--- src/rtl/alu_driver.sv ---
// alu_driver: single-outstanding command sequencer for a 4-bit combinational ALU.
// It registers operands onto the ALU, waits a fixed settle time, then captures
// the result and flags into a response slot. The response slot supports
// backpressure. The block also keeps a capture counter and a sticky overflow flag.
module alu_driver #(
  parameter int unsigned SETTLE_CYCLES = 1
) (
  input  logic       clk,
  input  logic       rst,
  input  logic       cmd_valid,
  output logic       cmd_ready,
  input  logic [3:0] cmd_a,
  input  logic [3:0] cmd_b,
  input  logic [2:0] cmd_op,
  output logic [3:0] alu_a,
  output logic [3:0] alu_b,
  output logic [2:0] alu_op,
  input  logic [3:0] alu_result,
  input  logic       alu_zero,
  input  logic       alu_c_out,
  input  logic       alu_of,
  output logic       rsp_valid,
  input  logic       rsp_ready,
  output logic [3:0] rsp_result,
  output logic [2:0] rsp_flags,
  output logic [7:0] op_count,
  output logic       sticky_of,
  input  logic       clr_sticky
);

  typedef enum logic [1:0] {
    IDLE = 2'd0,
    WAIT = 2'd1,
    RESP = 2'd2
  } state_t;

  localparam logic [3:0] LP_SETTLE = 4'(SETTLE_CYCLES);

  state_t     r_state;
  state_t     w_next;
  logic       w_accept;
  logic       w_capture;
  logic [3:0] r_cnt;
  logic [3:0] r_alu_a;
  logic [3:0] r_alu_b;
  logic [2:0] r_alu_op;
  logic [3:0] r_rsp_result;
  logic [2:0] r_rsp_flags;
  logic [7:0] r_op_count;
  logic       r_sticky_of;

  // Next-state and handshake strobes; cmd/rsp inputs only matter in their own state
  always_comb begin
    w_next    = r_state;
    w_accept  = 1'b0;
    w_capture = 1'b0;
    case (r_state)
      IDLE: begin
        if (cmd_valid) begin
          w_accept = 1'b1;
          w_next   = WAIT;
        end
      end
      WAIT: begin
        // Counter is loaded with SETTLE_CYCLES and runs down to zero; sampling
        // on the edge that finds it exhausted gives SETTLE_CYCLES+1 edges of latency.
        if (r_cnt == 4'd0) begin
          w_capture = 1'b1;
          w_next    = RESP;
        end
      end
      RESP: begin
        if (rsp_ready) begin
          w_next = IDLE;
        end
      end
      default: w_next = IDLE;
    endcase
  end

  // State register
  always_ff @(posedge clk or posedge rst) begin
    if (rst) begin
      r_state <= IDLE;
    end else begin
      r_state <= w_next;
    end
  end

  // Settle counter: load on accept, run down while waiting
  always_ff @(posedge clk or posedge rst) begin
    if (rst) begin
      r_cnt <= '0;
    end else if (w_accept) begin
      r_cnt <= LP_SETTLE;
    end else if (r_state == WAIT && r_cnt != 4'd0) begin
      r_cnt <= r_cnt - 4'd1;
    end
  end

  // ALU operand registers hold the last accepted command
  always_ff @(posedge clk or posedge rst) begin
    if (rst) begin
      r_alu_a  <= '0;
      r_alu_b  <= '0;
      r_alu_op <= '0;
    end else if (w_accept) begin
      r_alu_a  <= cmd_a;
      r_alu_b  <= cmd_b;
      r_alu_op <= cmd_op;
    end
  end

  // Response slot, written only on the capture edge so it is stable under backpressure
  always_ff @(posedge clk or posedge rst) begin
    if (rst) begin
      r_rsp_result <= '0;
      r_rsp_flags  <= '0;
    end else if (w_capture) begin
      r_rsp_result <= alu_result;
      r_rsp_flags  <= {alu_of, alu_c_out, alu_zero};
    end
  end

  // Capture counter, wraps naturally at 8 bits
  always_ff @(posedge clk or posedge rst) begin
    if (rst) begin
      r_op_count <= '0;
    end else if (w_capture) begin
      r_op_count <= r_op_count + 8'd1;
    end
  end

  // Sticky overflow: a capturing overflow beats a simultaneous clear
  always_ff @(posedge clk or posedge rst) begin
    if (rst) begin
      r_sticky_of <= 1'b0;
    end else if (w_capture && alu_of) begin
      r_sticky_of <= 1'b1;
    end else if (clr_sticky) begin
      r_sticky_of <= 1'b0;
    end
  end

  assign cmd_ready  = (r_state == IDLE);
  assign rsp_valid  = (r_state == RESP);
  assign alu_a      = r_alu_a;
  assign alu_b      = r_alu_b;
  assign alu_op     = r_alu_op;
  assign rsp_result = r_rsp_result;
  assign rsp_flags  = r_rsp_flags;
  assign op_count   = r_op_count;
  assign sticky_of  = r_sticky_of;

endmodule

--- config.mk ---
export PLATFORM = sky130hd
export DESIGN_NAME = alu_driver
export DESIGN_NICKNAME = d
export VERILOG_FILES = /design/src/rtl/alu_driver.sv
export SDC_FILE = /design/constraint.sdc
export NUM_CORES = 1
export LEC_CHECK = 0
export ABC_AREA = 1
export CORE_AREA = 2 2 59 61
export DETAILED_ROUTE_END_ITERATION = 7
export DIE_AREA = 0 0 61 63
export HOLD_SLACK_MARGIN = 0.02
export PLACE_DENSITY_LB_ADDON = 0.2
export SLEW_MARGIN = 10
export SYNTH_ARGS = -nofsm -noshare
export SYNTH_HDL_FRONTEND = slang
export SYNTH_SLANG_ARGS = --single-unit
--- constraint.sdc ---
create_clock -name clk -period 2.3 [get_ports clk]
set_input_delay 0.345 -clock clk [delete_from_list [all_inputs] [get_ports clk]]
set_output_delay 0.345 -clock clk [all_outputs]
set_load 0.01 [all_outputs]
==> results.yml, run 1 <==
routing:
  post_drt_wl_per_cell_um: 11.3
  routed_wl_mm: 3.09
  viasPerCell: 4.59
  vias: 1258
  dr.first_iter.drc_count: 72
  firstDrtPassIters: 4
  drc_errors: 0
  ant_nets: 0
worst_setup_path:
  worstPathMaxFanout: 4
  worst_path_largest_cell_delay_ps: 550
  cp-startpoint: "r_state[0]"
  cp_data_required_time_ps: 1960
  cp.arrival_ps: 1460
  cp-end-kind: "primary output"
  reg2reg_from: "r_cnt[0]"
  path_class: "flip-flop to primary output"
  crit_slowest_cell: "clkdlybuf4s50_1"
  path_cells: "nor2_2, clkdlybuf4s50_1"
  cp-start-kind: "flip-flop"
cts:
  ctsRootBufferMaster: "clkbuf_4"
  worstSkewPairLatency_ps: 330
  numCtsBuffers: 5
  holdBufCountCts: 0
  clkTransAtPathRegs_ps: 110
  cts_tree: "yes"
  htreeDepth: 2
  cts-resized-gates: 0
  post_cts_buffers: 0
  clock_path_buffers: 2
  clock-sinks: 33
sta:
  finalCritPeriodShare_pct: 78.4
  slew_headroom_pct: 73.1
  setup_viol: 0
  fin_hold_ws_ps: 390
  rsz0062_at_grt: "no"
  setup_tns_ps: 0
  fmax_mhz: 555
  skew_ps: 8.03
  tightest_slew_ps: 403
  hold_violations: 0
  drv_slew: 0
  min_period_ps: 1800
grt:
  grt_pass1_wl_mm: 5.16
  grt_pass1_vias: 1223
  grt_max_degree: 34
  grt-ovfl-total: 0
  antenna_found_initial: 0
  track_usage_pct: 18.0
floorplan:
  dieHeight_um: 63
  num_io_pins: 52
  fp.dieArea_um2: 3840
  die_w_um: 61
  core_area_um2: 3230
  placementRows: 21
  start_util_pct: 46.3
pwr:
  power_leakage_nw: 1.03
  peakVddDrop_mv: 0.653
  power_density_nw_per_um2: 1220
yosys:
  yosys_warnings: 0
  yosysSeqAreaShare_pct: 55.2
  synth_cells: 172
  synth_fp_nets: 198
  ys_ff_latch: 33
  netlist_area_um2: 1500
  yosysUniqueCellTypes: 24
  syn_avg_cell_area_um2: 8.70
placement:
  place_area_um2: 2040
  dpl.hpwl_mm: 2.32
  portBuffers: 51
  gp_congestion: 0.767
run:
  drv_cap: 0
layout:
  diodes: 0
  layout-drive-gt1-share_pct: 9.65
  postLayoutCoreUtil_pct: 64.8
  fillers: 294
  seq_area_um2: 826
  design_area_um2: 2090
  multi_input_area_um2: 586
  area_growth_pct: 40.0
  nNetsFinal: 253
worst_hold_path:
  min_path_type: "primary input to asynchronous set/reset pin"
run_status:
  status: "complete, no violations"
synth_stat cells, drive strengths merged:
cell type	number	share of area (%)
o22ai	1	0.42
buf	4	2.2
nand3b	1	0.50
xnor2	1	0.59
dfrtp	33	55
inv	14	3.5
nor2	9	4.2
nand2	86	23
o31ai	1	0.50
a21oi	1	0.33
nand3	9	3.8
o21ai	5	1.7
xor2	2	1.2
ha	3	2.5
nand4	2	0.84
critical path: cells and delay by family (launching register included):
kind / cells / cell delay, ps
buf+inv: 1 / 550
simple gates: 1 / 140
flops: 1 / 440
layout make-up:
cell class | count | area share [%]
Timing Repair Buffer | 52 | 24.7
Sequential cell | 33 | 39.4
Clock inverter | 3 | 0.836
Tap cell | 46 | 2.75
Multi-Input combinational cell | 121 | 28.0
Clock buffer | 5 | 1.79
Inverter | 14 | 2.51
metal layers:
metal  vias to the layer above  routed length, um  global-route usage [%]
li1                        638                  -                       -
met1                       586               1310                    21.2
met2                        32               1600                    30.1
met3                         2                171                    7.04
met4                         0                 13                    4.89
met5                         -                  0                       0
flip-flops by register name, indices dropped and copies added, names as in the netlist:
| register | count |
|---|---|
| alu_a | 4 |
| r_cnt | 4 |
| sticky_of | 1 |
| rsp_result | 4 |
| rsp_flags | 3 |
| op_count | 8 |
| alu_op | 3 |
| alu_b | 4 |
| r_state | 2 |
power by group:
part / leakage [nW] / switching, mW / internal [mW]
combinational: 0.578 / 0.641 / 0.600
sequential: 0.418 / 0.175 / 0.816
clock: 0.0310 / 0.199 / 0.115
through the flow:
step / worst slack, ps / instances / power (mW)
after detailed placement: 734 / 266 / 2.26
after global placement: 803 / 266 / 2.20
final: 497 / 274 / 2.55
after global routing: 424 / 274 / 2.75
after floorplan: 1050 / 172 / 1.70
after CTS: 463 / 274 / 2.58
cell usage in the layout (no fill, tap or decap), types with 2 or more instances in the layout:
cell type / n
o21ai_0: 2
nand4_1: 2
inv_1: 10
nand2_2: 3
nor2_2: 2
ha_1: 3
nand3_1: 8
dfrtp_1: 33
xor2_1: 2
inv_2: 4
clkdlybuf4s50_1: 51
nand2_1: 82
nor2_1: 5
clkinv_2: 2
clkbuf_4: 5
o21ai_1: 3
cell families (layout without fill, tap and decap cells):
| kind of cell | Yosys count | count (layout) | share of synthesized area [%] |
|---|---|---|---|
| simple gates | 107 | 107 | 31.9 |
| flops | 33 | 33 | 55.2 |
| buf+inv | 18 | 74 | 5.69 |
| compound gates | 8 | 8 | 2.93 |
| fa+ha+maj | 3 | 3 | 2.51 |
| xor+xnor | 3 | 3 | 1.76 |
final timing paths:
kind | to | slack [ps] | depth (start not counted)
worst min-delay path | rsp_result[0] | 390 | 3
worst max register to register | op_count[7] | 860 | 7
worst min register to register | rsp_result[2] | 480 | 2
worst max-delay path | cmd_ready | 500 | 2
max in group asynchronous | op_count[3] | 1620 | 3
min in group clk | rsp_result[2] | 480 | 2
No activity file was read; power rests on OpenSTA's default activity.
==> run 2, diff against run 1 <==
CORE_AREA = 2 2 65 67   (was 2 2 59 61)
DIE_AREA = 0 0 67 69   (was 0 0 61 63)
clock period = 1.5 ns   (was 2.3 ns; I/O delays follow)
==> run 2 against run 1 <==
Compared with the run above:
- critical path depth fell by 1
- via count rose by 1.7%
- combinational power grew 54%
==> results.yml, run 2 (same netlist as run 1, synthesis figures left out) <==
run_status:
  status: "complete, no violations"
floorplan:
  placementRows: 23
  fp.dieArea_um2: 4620
  num_io_pins: 52
  die_w_um: 67
  dieHeight_um: 69
  core_area_um2: 3910
  start_util_pct: 38.2
grt:
  use_met1_pct: 17.6
  busiest_layer: "met2"
  track_usage_pct: 14.6
  grt_pass1_wl_mm: 5.18
  grt_max_degree: 34
  grt_pass1_vias: 1231
  grtUsageMet3_pct: 4.73
  use_met2_pct: 22.7
  grt-ovfl-total: 0
  antenna_found_initial: 0
cts:
  worstSkewPairLatency_ps: 280
  ctsRootBufferMaster: "clkbuf_8"
  cts_tree: "yes"
  htreeDepth: 2
  clock-sinks: 33
  holdBufCountCts: 0
  clock_path_buffers: 2
  numCtsBuffers: 5
  clkTransAtPathRegs_ps: 70
placement:
  dp.cells: 271
  portBuffers: 51
  dpl.hpwl_mm: 2.15
  dpl_worst_slack_ps: 121
  gp_congestion: 0.800
sta:
  fmax_mhz: 690
  slew_headroom_pct: 84.8
  hold_violations: 0
  rsz0062_at_grt: "no"
  setup_viol: 0
  tightest_slew_ps: 226
  drv_slew: 0
  finalCritPeriodShare_pct: 96.7
  min_period_ps: 1450
  skew_ps: 5.68
  fin_ws_ps: 49.7
  setup_tns_ps: 0
worst_setup_path:
  cp-end-kind: "primary output"
  critPathTopFamily: "buffers and inverters"
  cp_data_required_time_ps: 1270
  cp.arrival_ps: 1230
  cp-start-kind: "flip-flop"
  crit_buf_inv: 1
  crit_slowest_cell: "clkdlybuf4s50_1"
  worstPathMaxFanout: 5
  worst_path_largest_cell_delay_ps: 550
  path_class: "flip-flop to primary output"
  path_cells: "clkdlybuf4s50_1"
routing:
  ant_nets: 0
  viasPerCell: 4.49
  routed_wl_mm: 3.02
  drc_errors: 0
  dr.first_iter.drc_count: 71
  post_drt_wl_per_cell_um: 10.6
  firstDrtPassIters: 5
  vias: 1280
layout:
  final_cell_mix: "82 x nand2_1, 48 x clkdlybuf4s50_1, 33 x dfrtp_1"
  fin_cells: 285
  diodes: 0
  largest_register_ffs: 8
  area_growth_pct: 47.7
  postLayoutCoreUtil_pct: 56.5
  layout_commonest_cell: "nand2_1"
  layout-drive-gt1-share_pct: 12.3
  nNetsFinal: 260
pwr:
  power_density_nw_per_um2: 1870
  power_leakage_nw: 1.11
  peakVddDrop_mv: 0.897
worst_hold_path:
  min_path_type: "primary input to asynchronous set/reset pin"
run:
  drv_cap: 0
## run 2: changes by cell type in the layout (fill, tap and decap cells not counted), moves of 2 or more
cell | previous run | this run
buf_4 | 1 | 7
clkbuf_4 | 5 | 0
clkbuf_8 | 0 | 7
clkdlybuf4s50_1 | 51 | 48
dlygate4sd2_1 | 0 | 2
## run 2: worst reg2reg max path: cells and delay by family, from the launching register on
family	cells	cell delay (ps)
adder cells (fa/ha/maj)	1	270
flip-flops	1	390
buffers and inverters	1	120
AND/OR/NAND/NOR	5	500
## run 2: stage by stage
| step | power [mW] | area [um^2] | hold slack [ps] |
|---|---|---|---|
| after floorplan | 2.60 | 1500 | 311 |
| after global placement | 3.43 | 2060 | 455 |
| after detailed placement | 3.45 | 2060 | 465 |
| after CTS | 4.19 | 2170 | 282 |
| after global routing | 4.46 | 2210 | 322 |
| final | 4.13 | 2210 | 279 |
## run 2: final cells by class
| class | count | area (um^2) |
|---|---|---|
| clock buffers | 7 | 96.3 |
| clock inverters | 1 | 5.00 |
| flip-flops and latches | 33 | 826 |
| well taps | 50 | 62.6 |
| multi-input cells | 121 | 586 |
| inverters | 14 | 52.6 |
| fillers | 370 | 1700 |
| repair buffers | 59 | 583 |
## run 2: final timing paths
check / startpoint / endpoint / slack, ps / depth (start not counted)
min reg2reg: rsp_result[2] / rsp_result[2] / 480 / 2
min in group clk: cmd_b[3] / alu_b[3] / 470 / 3
min: rst / r_cnt[0] / 280 / 3
max: op_count[3] / op_count[3] / 50 / 1
max reg2reg: r_cnt[0] / op_count[7] / 120 / 7
max in group asynchronous: rst / r_cnt[2] / 1040 / 3
## run 2: timing repair
item | 4_1_cts | 5_1_grt
setup endpoints to repair | 3 | 5
endpoints found under the hold margin | 0 | 0
resized for setup | 2 | 1
setup buffers | 1 | 5
## run 2: per-layer routing
| layer | vias to the layer above | wire, um |
|---|---|---|
| li1 | 653 | - |
| met1 | 579 | 1320 |
| met2 | 41 | 1430 |
| met3 | 7 | 195 |
| met4 | 0 | 71 |
| met5 | - | 0 |
## run 2: where the power goes
| group | internal [mW] | leakage, nW | switching, mW |
|---|---|---|---|
| clock network | 0.414 | 0.0542 | 0.306 |
| logic | 0.930 | 0.636 | 0.982 |
| registers | 1.25 | 0.418 | 0.242 |
| total | 2.60 | 1.11 | 1.53 |
==> run 3, diff against run 2 <==
HOLD_SLACK_MARGIN = unset   (was 0.02)
PLACE_DENSITY = 0.74   (was unset)
PLACE_DENSITY_LB_ADDON = unset   (was 0.2)
clock period = 1.2 ns   (was 1.5 ns; I/O delays follow)
==> run 3 against run 2 <==
Compared with the run above:
- non-clock buffer count up 17
- combinational power up 51%
- clock skew up 2.6 ps
- global-route usage up 2.3 points
- hold slack worse by 52 ps
- design area up 7.0%
- critical path depth up 4
- critical path type is now flip-flop to flip-flop
- register-to-register slack worse by 110 ps
- die area unchanged
- largest cell class unchanged
- sequential power up 23%
- power up 35%
==> results.yml, run 3 (same netlist as run 1, synthesis figures left out) <==
run_status:
  status: "complete, no violations"
sta:
  tightest_slew_ps: 210
  hold_violations: 0
  slew_headroom_pct: 85.9
  fin_hold_ws_ps: 228
  skew_ps: 8.32
  fin_ws_ps: 9.00
  rsz0062_at_grt: "yes"
  setup_viol: 0
  min_period_ps: 1190
  setup_tns_ps: 0
  fmax_mhz: 840
  drv_slew: 0
  finalCritPeriodShare_pct: 99.2
grt:
  track_usage_pct: 16.9
  grt-ovfl-total: 0
  antenna_found_initial: 0
  grt_pass1_wl_mm: 5.93
  grt_max_degree: 18
  grt_pass1_vias: 1317
cts:
  cts_tree: "yes"
  clock-sinks: 33
  ctsRootBufferMaster: "clkbuf_8"
  clkTransAtPathRegs_ps: 70
  worstSkewPairLatency_ps: 300
  clock_path_buffers: 2
  htreeDepth: 2
  numCtsBuffers: 5
pwr:
  power_density_nw_per_um2: 2350
  p_sw_share_pct: 40.4
  combinationalPowerShare_pct: 51.9
  power_leakage_nw: 1.26
  switching_power_mw: 2.25
  p_total_mw: 5.57
  p_clk_share_pct: 15.0
  p_int_mw: 3.32
  peakVddDrop_mv: 1.25
  seqPwrFrac_pct: 33.1
routing:
  drc_errors: 0
  dr.first_iter.drc_count: 93
  firstDrtPassIters: 4
  routed_wl_mm: 3.53
  vias: 1385
  post_drt_wl_per_cell_um: 11.6
  ant_nets: 0
  viasPerCell: 4.56
floorplan:
  start_util_pct: 38.2
  fp.dieArea_um2: 4620
  core_area_um2: 3910
  dieHeight_um: 69
  placementRows: 23
  num_io_pins: 52
  die_w_um: 67
worst_setup_path:
  cp-end-kind: "flip-flop"
  worstPathMaxFanout: 8
  cp_data_required_time_ps: 1390
  cp-start-kind: "flip-flop"
  path_class: "flip-flop to flip-flop"
  cp.arrival_ps: 1380
placement:
  dpl.hpwl_mm: 2.37
  place_area_um2: 2150
  portBuffers: 51
  dpl_worst_slack_ps: -85.1
  gp_congestion: 0.820
  dp.cells: 283
layout:
  fin_cells: 304
  area_growth_pct: 58.1
  final_cell_mix: "81 x nand2_1, 32 x dfrtp_1, 27 x dlygate4sd2_1"
  fillers: 355
  postLayoutCoreUtil_pct: 60.5
  nNetsFinal: 279
  layout_commonest_cell: "nand2_1"
  layout-drive-gt1-share_pct: 23.2
  multi_input_area_um2: 662
  seq_area_um2: 827
  largest_register_ffs: 8
  diodes: 0
  design_area_um2: 2370
run:
  drv_cap: 0
worst_hold_path:
  min_path_type: "primary input to asynchronous set/reset pin"
==> run 3: final cells by class <==
type / instances / area share (%)
Inverter: 14 / 2.54
Sequential cell: 33 / 35.0
Timing Repair Buffer: 76 / 28.2
Multi-Input combinational cell: 123 / 28.0
Tap cell: 50 / 2.64
Clock inverter: 3 / 0.740
Clock buffer: 5 / 2.91
==> run 3: final timing paths <==
path | start | endpoint | slack [ps] | cells after the start
setup / recovery | r_cnt[3] | op_count[3] | 9 | 5
hold / removal | rst | alu_a[0] | 230 | 3
setup reg to reg | r_cnt[3] | op_count[3] | 9 | 5
hold reg to reg | rsp_result[0] | rsp_result[0] | 460 | 2
max in group asynchronous | rst | r_state[0] | 760 | 3
min in group clk | cmd_b[2] | alu_b[2] | 410 | 3
==> run 3: timing repair <==
action	CTS	global route
endpoints found under the setup margin	34	20
setup buffers	5	6
cloned	2	0
gates resized for setup	38	17
hold buffers	0	0
pin swaps	3	8
==> run 3: worst max-delay path, cell delays in order, from the launching register on <==
cell     delay (ps)
dfrtp_1         410
nor2_4          170
buf_4           150
nand3_4         130
o21ai_2         160
nand2_1          70
==> run 3: layer usage <==
metal | share of wire (%) | wire (um) | global-route usage (%)
met1 | 42 | 1490 | 21.8
met2 | 50 | 1780 | 26.2
met3 | 5.8 | 204 | 4.24
met5 | 0 | 0 | 0
met4 | 1.6 | 57 | 8.16
==> run 3: power groups by stage <==
stage          combinational (mW)  sequential, mW  clock [mW]
6_report                     2.89            1.84       0.835
5_1_grt                      3.22            1.91       0.897
4_1_cts                      2.63            1.83       0.839
3_5_place_dp                 2.62            1.87           0
3_3_place_gp                 2.57            1.86           0
2_1_floorplan                1.25            2.04           0
